<file path="src/rtl/fetch_buffer.sv">
// rtl/fetch_buffer.sv - instruction fetch front-end with in-order req/gnt/rvalid bus and a DEPTH-entry instr/PC FIFO
module fetch_buffer #(
   parameter int          DEPTH    = 4,
   parameter logic [31:0] RESET_PC = 32'h0000_0000
) (
   input  logic        clk,
   input  logic        reset,
   input  logic        PCSrcE,
   input  logic [31:0] PCTargetE,
   input  logic        StallD,
   output logic        imem_req,
   output logic [31:0] imem_addr,
   input  logic        imem_gnt,
   input  logic        imem_rvalid,
   input  logic [31:0] imem_rdata,
   output logic        ValidF,
   output logic [31:0] InstrF,
   output logic [31:0] PCF,
   output logic [31:0] PCPlus4F
);

   localparam int          PW      = $clog2(DEPTH);
   localparam int          CW      = $clog2(DEPTH + 1);
   localparam logic [CW:0] DEPTH_C = (CW + 1)'(DEPTH);
   localparam logic [CW-1:0] FULL  = CW'(DEPTH);
   localparam logic [31:0] NOP     = 32'h0000_0013;

   logic [31:0]   fetch_pc;
   logic [31:0]   resp_pc;
   logic [31:0]   instr_mem [DEPTH];
   logic [31:0]   pc_mem    [DEPTH];
   logic [PW-1:0] rd_ptr;
   logic [PW-1:0] wr_ptr;
   logic [CW-1:0] count;
   logic [CW-1:0] outstanding;
   logic [CW-1:0] drop_cnt;
   logic          run;
   logic          accept;
   logic          fill;
   logic          pop;
   logic [31:0]   target;
   logic [CW:0]   in_use;

   assign target    = PCTargetE & 32'hFFFF_FFFC;
   assign in_use    = {1'b0, count} + {1'b0, outstanding};
   // run holds off the first request until the first edge after reset release
   assign imem_req  = run & ~PCSrcE & (in_use < DEPTH_C);
   assign imem_addr = fetch_pc;
   assign accept    = imem_req & imem_gnt;
   assign fill      = imem_rvalid & ~PCSrcE & (drop_cnt == '0);
   assign pop       = ValidF & ~StallD & ~PCSrcE;

   assign ValidF   = (count != '0);
   assign InstrF   = ValidF ? instr_mem[rd_ptr] : NOP;
   assign PCF      = ValidF ? pc_mem[rd_ptr] : 32'd0;
   assign PCPlus4F = ValidF ? pc_mem[rd_ptr] + 32'd4 : 32'd0;

   always_ff @(posedge clk or negedge reset) begin
      if (!reset) begin
         run         <= 1'b0;
         fetch_pc    <= RESET_PC;
         resp_pc     <= RESET_PC;
         rd_ptr      <= '0;
         wr_ptr      <= '0;
         count       <= '0;
         outstanding <= '0;
         drop_cnt    <= '0;
      end else begin
         run <= 1'b1;
         if (PCSrcE) begin
            // every request still in flight belongs to the old stream
            fetch_pc    <= target;
            resp_pc     <= target;
            rd_ptr      <= wr_ptr;
            count       <= '0;
            outstanding <= outstanding - CW'(imem_rvalid);
            drop_cnt    <= outstanding - CW'(imem_rvalid);
         end else begin
            if (accept)
               fetch_pc <= fetch_pc + 32'd4;
            outstanding <= outstanding + CW'(accept) - CW'(imem_rvalid);
            if (imem_rvalid && drop_cnt != '0)
               drop_cnt <= drop_cnt - CW'(1);
            if (fill) begin
               wr_ptr  <= wr_ptr + PW'(1);
               resp_pc <= resp_pc + 32'd4;
            end
            if (pop)
               rd_ptr <= rd_ptr + PW'(1);
            count <= count + CW'(fill) - CW'(pop);
         end
      end
   end

   always_ff @(posedge clk) begin
      if (fill) begin
         instr_mem[wr_ptr] <= imem_rdata;
         pc_mem[wr_ptr]    <= resp_pc;
      end
   end

   assert property (@(posedge clk) disable iff (!reset) fill |-> (count != FULL));

endmodule

</file>
<file path="config.mk">
export PLATFORM = sky130hd
export DESIGN_NAME = fetch_buffer
export DESIGN_NICKNAME = d
export VERILOG_FILES = /design/src/rtl/fetch_buffer.sv
export SDC_FILE = /design/constraint.sdc
export NUM_CORES = 1
export LEC_CHECK = 0
export ABC_AREA = 1
export ABC_CLOCK_PERIOD_IN_PS = 10000
export CORE_MARGIN = 4
export CORE_UTILIZATION = 50
export DETAILED_ROUTE_END_ITERATION = 10
export PLACE_DENSITY = 0.73
export SKIP_CTS_REPAIR_TIMING = 1
export SLEW_MARGIN = 20
export SYNTH_ARGS = -nofsm -noshare
export SYNTH_HDL_FRONTEND = slang
export SYNTH_SLANG_ARGS = --single-unit
</file>
<file path="constraint.sdc">
create_clock -name clk -period 10 [get_ports clk]
set_clock_uncertainty 0.2 [all_clocks]
set_input_delay 3 -clock clk [delete_from_list [all_inputs] [get_ports clk]]
set_output_delay 3 -clock clk [all_outputs]
set_load 0.01 [all_outputs]
</file>
==> impl_results.md <==
- Run status: completed
- Number of input and output port buffers inserted: 191
- Final Cycle Share: 79.70%
- Highest-count cells in the layout ignoring fill and taps: sky130_fd_sc_hd__nand2_1, sky130_fd_sc_hd__nor2_1, sky130_fd_sc_hd__edfxtp_1, sky130_fd_sc_hd__clkdlybuf4s50_1, sky130_fd_sc_hd__nand3_1
- Number of buffers created by CTS: 34
- # diodes: 0
- Number of filler instances in the final layout: approximately 2,600
- Maximum number of pins on one net before global-route repair: about 140
- Vias: between 10,000 and 15,000
- Layout cell share with drive strength beyond 1: roughly 5%
- Worst skew pair latency: around 0.52 ns
- Cell area after placement: between 15,000 and 20,000 sq um
- Remaining global-route overflow: 0
- CTS tree: done
- Endpoint required time on the critical path: ~7 ns
- Root buf cell: sky130_fd_sc_hd__clkbuf_16
- Count of pins over their slew limit: 0
- Sinks on the clock net: roughly 320
- Cell area power density: between 200 and 300 nW/um^2
- Number of synthesis warnings: 0
- CTS H-Tree Depth: 2
- First-pass iteration count of the detailed router: 6
- Data arrival time of the critical path: approximately 4.8 ns
- Worst slew slack as a fraction of its limit: a little under a third
- Total DRC errors in the routed layout: 0
- Number of instances in the synthesized netlist: roughly 1,800
- Final layout net count: around 2,100
- Total die area: 35,130 sq um
- Initial core utilization: ~51%
- Critical path launch point type: input pin
- Height of the die: around 190 um
- Sum of routed wire length over all layers: ~41,000 um
- Width of the die: between 150 and 200 um
- Peak supply drop: ~0.15 mV
- Slew at the pin with the worst max-slew slack: ~1 ns
- Half-perimeter wire length after detailed placement: between 20,000 and 30,000 um
- Clock tree buffer depth: 3
- Ys async rst share: 22.98%
- Std-Cell Core Area: ~32,000 sq um
- Most frequent CP cell: sky130_fd_sc_hd__clkdlybuf4s50_1
- Post-route ant nets: 0
- Type of the worst min-delay path: register to register
- Kind of capture point of the worst setup path: output pin
- Predominant post-synthesis flop cell: sky130_fd_sc_hd__edfxtp_1
- Seq/Total Area, Yosys: 57.77%
- Syn_area_per_cell: 8.917 sq um
- Initial antenna violation count: 1
- Worst path bufs/invs: 4
- Global-route wire length before repair: 66,790 um
- Maximum fanout encountered on the critical timing path: 29
- Number of setup violations in the final report: 0
- Global router's overall resource usage: about 23%
- Placement row count: 65
- Clock slew at reported path FFs: approximately 0.060 ns
- Vias/cell: between 5 and 6
- Max Cap Viol: 0
- Power after layout: 5.166 mW
- Static Leakage: roughly 7.6 nW
- CP top delay family: buffers and inverters
- Cell area after synthesis: approximately 16,000 sq um
- Flip-flop and latch count after synthesis: 322
- Iteration-0 DRC Markers: about 1,300
- Stage delay of the slowest cell on the critical path: about 0.61 ns
- Sum of negative setup slack: 0 ns
- I/O pin total: 200
- Upper clock frequency limit: roughly 130 MHz
- Final instance area: between 15,000 and 20,000 sq um
- Layout Area Growth over Synthesis: 20.34%
- Standard cell with the maximum stage delay on the critical path: sky130_fd_sc_hd__clkdlybuf4s50_1
- Critical path class: input pin to output pin
- Chain of cells forming the critical path: clkdlybuf4s50_1 > inv_1 > buf_4 > nand2_1 > nor3_1 > clkdlybuf4s50_1
- Routability Congestion: ~0.9
- Vias in the first global route: around 13,000
- Number of endpoints with negative hold slack in the final report: 0
- Post-layout minimum cycle time: 7.970 ns
- Post-synthesis cell type count: 42
- Routed wirelength normalized by instance count: about 17 um
- Setup repair after global routing missed its margin: no
- EDFF count, synth: around 250
- Most common cell after layout, fill and taps aside: sky130_fd_sc_hd__nand2_1
final timing paths:
kind | start | end | slack [ns] | cells after the start
max | PCSrcE | imem_req | 2.03 | 6
min | resp_pc[31] | pc_mem[0][31] | 0.35 | 0
max reg2reg | drop_cnt[0] | pc_mem[2][3] | 6.65 | 8
min reg2reg | resp_pc[31] | pc_mem[0][31] | 0.35 | 0
max in group asynchronous | reset | rd_ptr[0] | 6.34 | 2
min in group asynchronous | reset | imem_addr[21] | 2.52 | 2
cell usage after synthesis, drive strengths merged, types with 3 or more instances:
library cell	n	area share, %
clkbuf	27	0.63
xnor2	6	0.33
nor3	24	0.75
xor2	29	1.6
dfrtp	74	12
nor4	3	0.12
o211ai	29	1.4
buf	53	2.1
ha	17	1.3
o21ai	97	3.0
o311ai	4	0.22
nor2	302	7.4
nand3	131	4.1
o221ai	3	0.16
a22oi	3	0.14
edfxtp	248	46
a21oi	57	1.8
nand2	535	13
a31oi	7	0.27
inv	119	2.8
nand4	17	0.66
o31ai	3	0.14
or2	4	0.16
worst register-to-register path, cell delays in order (launching register included):
cell	delay [ns]
sky130_fd_sc_hd__dfrtp_1	0.37
sky130_fd_sc_hd__inv_1	0.10
sky130_fd_sc_hd__ha_1	0.15
sky130_fd_sc_hd__nand2_1	0.07
sky130_fd_sc_hd__nor2_1	0.30
sky130_fd_sc_hd__nand2_1	0.12
sky130_fd_sc_hd__buf_4	0.23
sky130_fd_sc_hd__nor2_4	0.80
sky130_fd_sc_hd__buf_4	0.60
logic make-up after synthesis:
logic type / after synthesis / share of synthesized area, %
flip-flops: 322 / 57.77
buffers and inverters: 201 / 5.558
other: 2 / 0.04666
AND/OR/NAND/NOR: 1020 / 25.93
XOR/XNOR: 35 / 1.905
adder cells (fa/ha/maj): 19 / 1.570
AO/OA/AOI/OAI: 206 / 7.222
metal layers:
metal | part of all wire, % | vias up | GRT usage, %
li1 | - | 6336 | -
met4 | 2.3 | 2 | 6.832
met2 | 46 | 552 | 37.90
met5 | 0.019 | - | 0
met3 | 8.2 | 69 | 4.162
met1 | 43 | 6062 | 32.20
per-stage QoR:
step	hold slack, ns	std cells	setup slack (ns)	utilization, %
3_5_place_dp	0.3327	2337	2.052	57.64
5_1_grt	0.3832	2396	1.993	61.22
4_1_cts	0.3525	2395	2.044	61.14
2_1_floorplan	0.2760	1810	3.003	-
6_report	0.3548	2396	2.030	61.22
3_3_place_gp	0.3295	2337	2.052	57.64
report_power, final:
part	internal, mW	switching, mW
Clock	0.747	0.498
Sequential	1.58	0.158
Combinational	0.826	1.36
Total	3.15	2.02
sequential cells by signal (all words and copies together), names as in the netlist:
name / flops
run: 1
instr_mem: 128
imem_addr: 30
count: 3
wr_ptr: 2
pc_mem: 120
rd_ptr: 2
drop_cnt: 3
resp_pc: 30
outstanding: 3
cell type report:
cell class	instances	area, sq um	area share (%)
clock inverter	18	210.2	1.085
multi-input combinational	1287	5958	30.76
sequential	322	9304	48.04
tap	402	503.0	2.597
inverter	121	459.2	2.371
timing repair buffer	206	2039	10.53
clock buffer	40	894.6	4.619
Note: power is estimated with default switching activity, not from simulation.
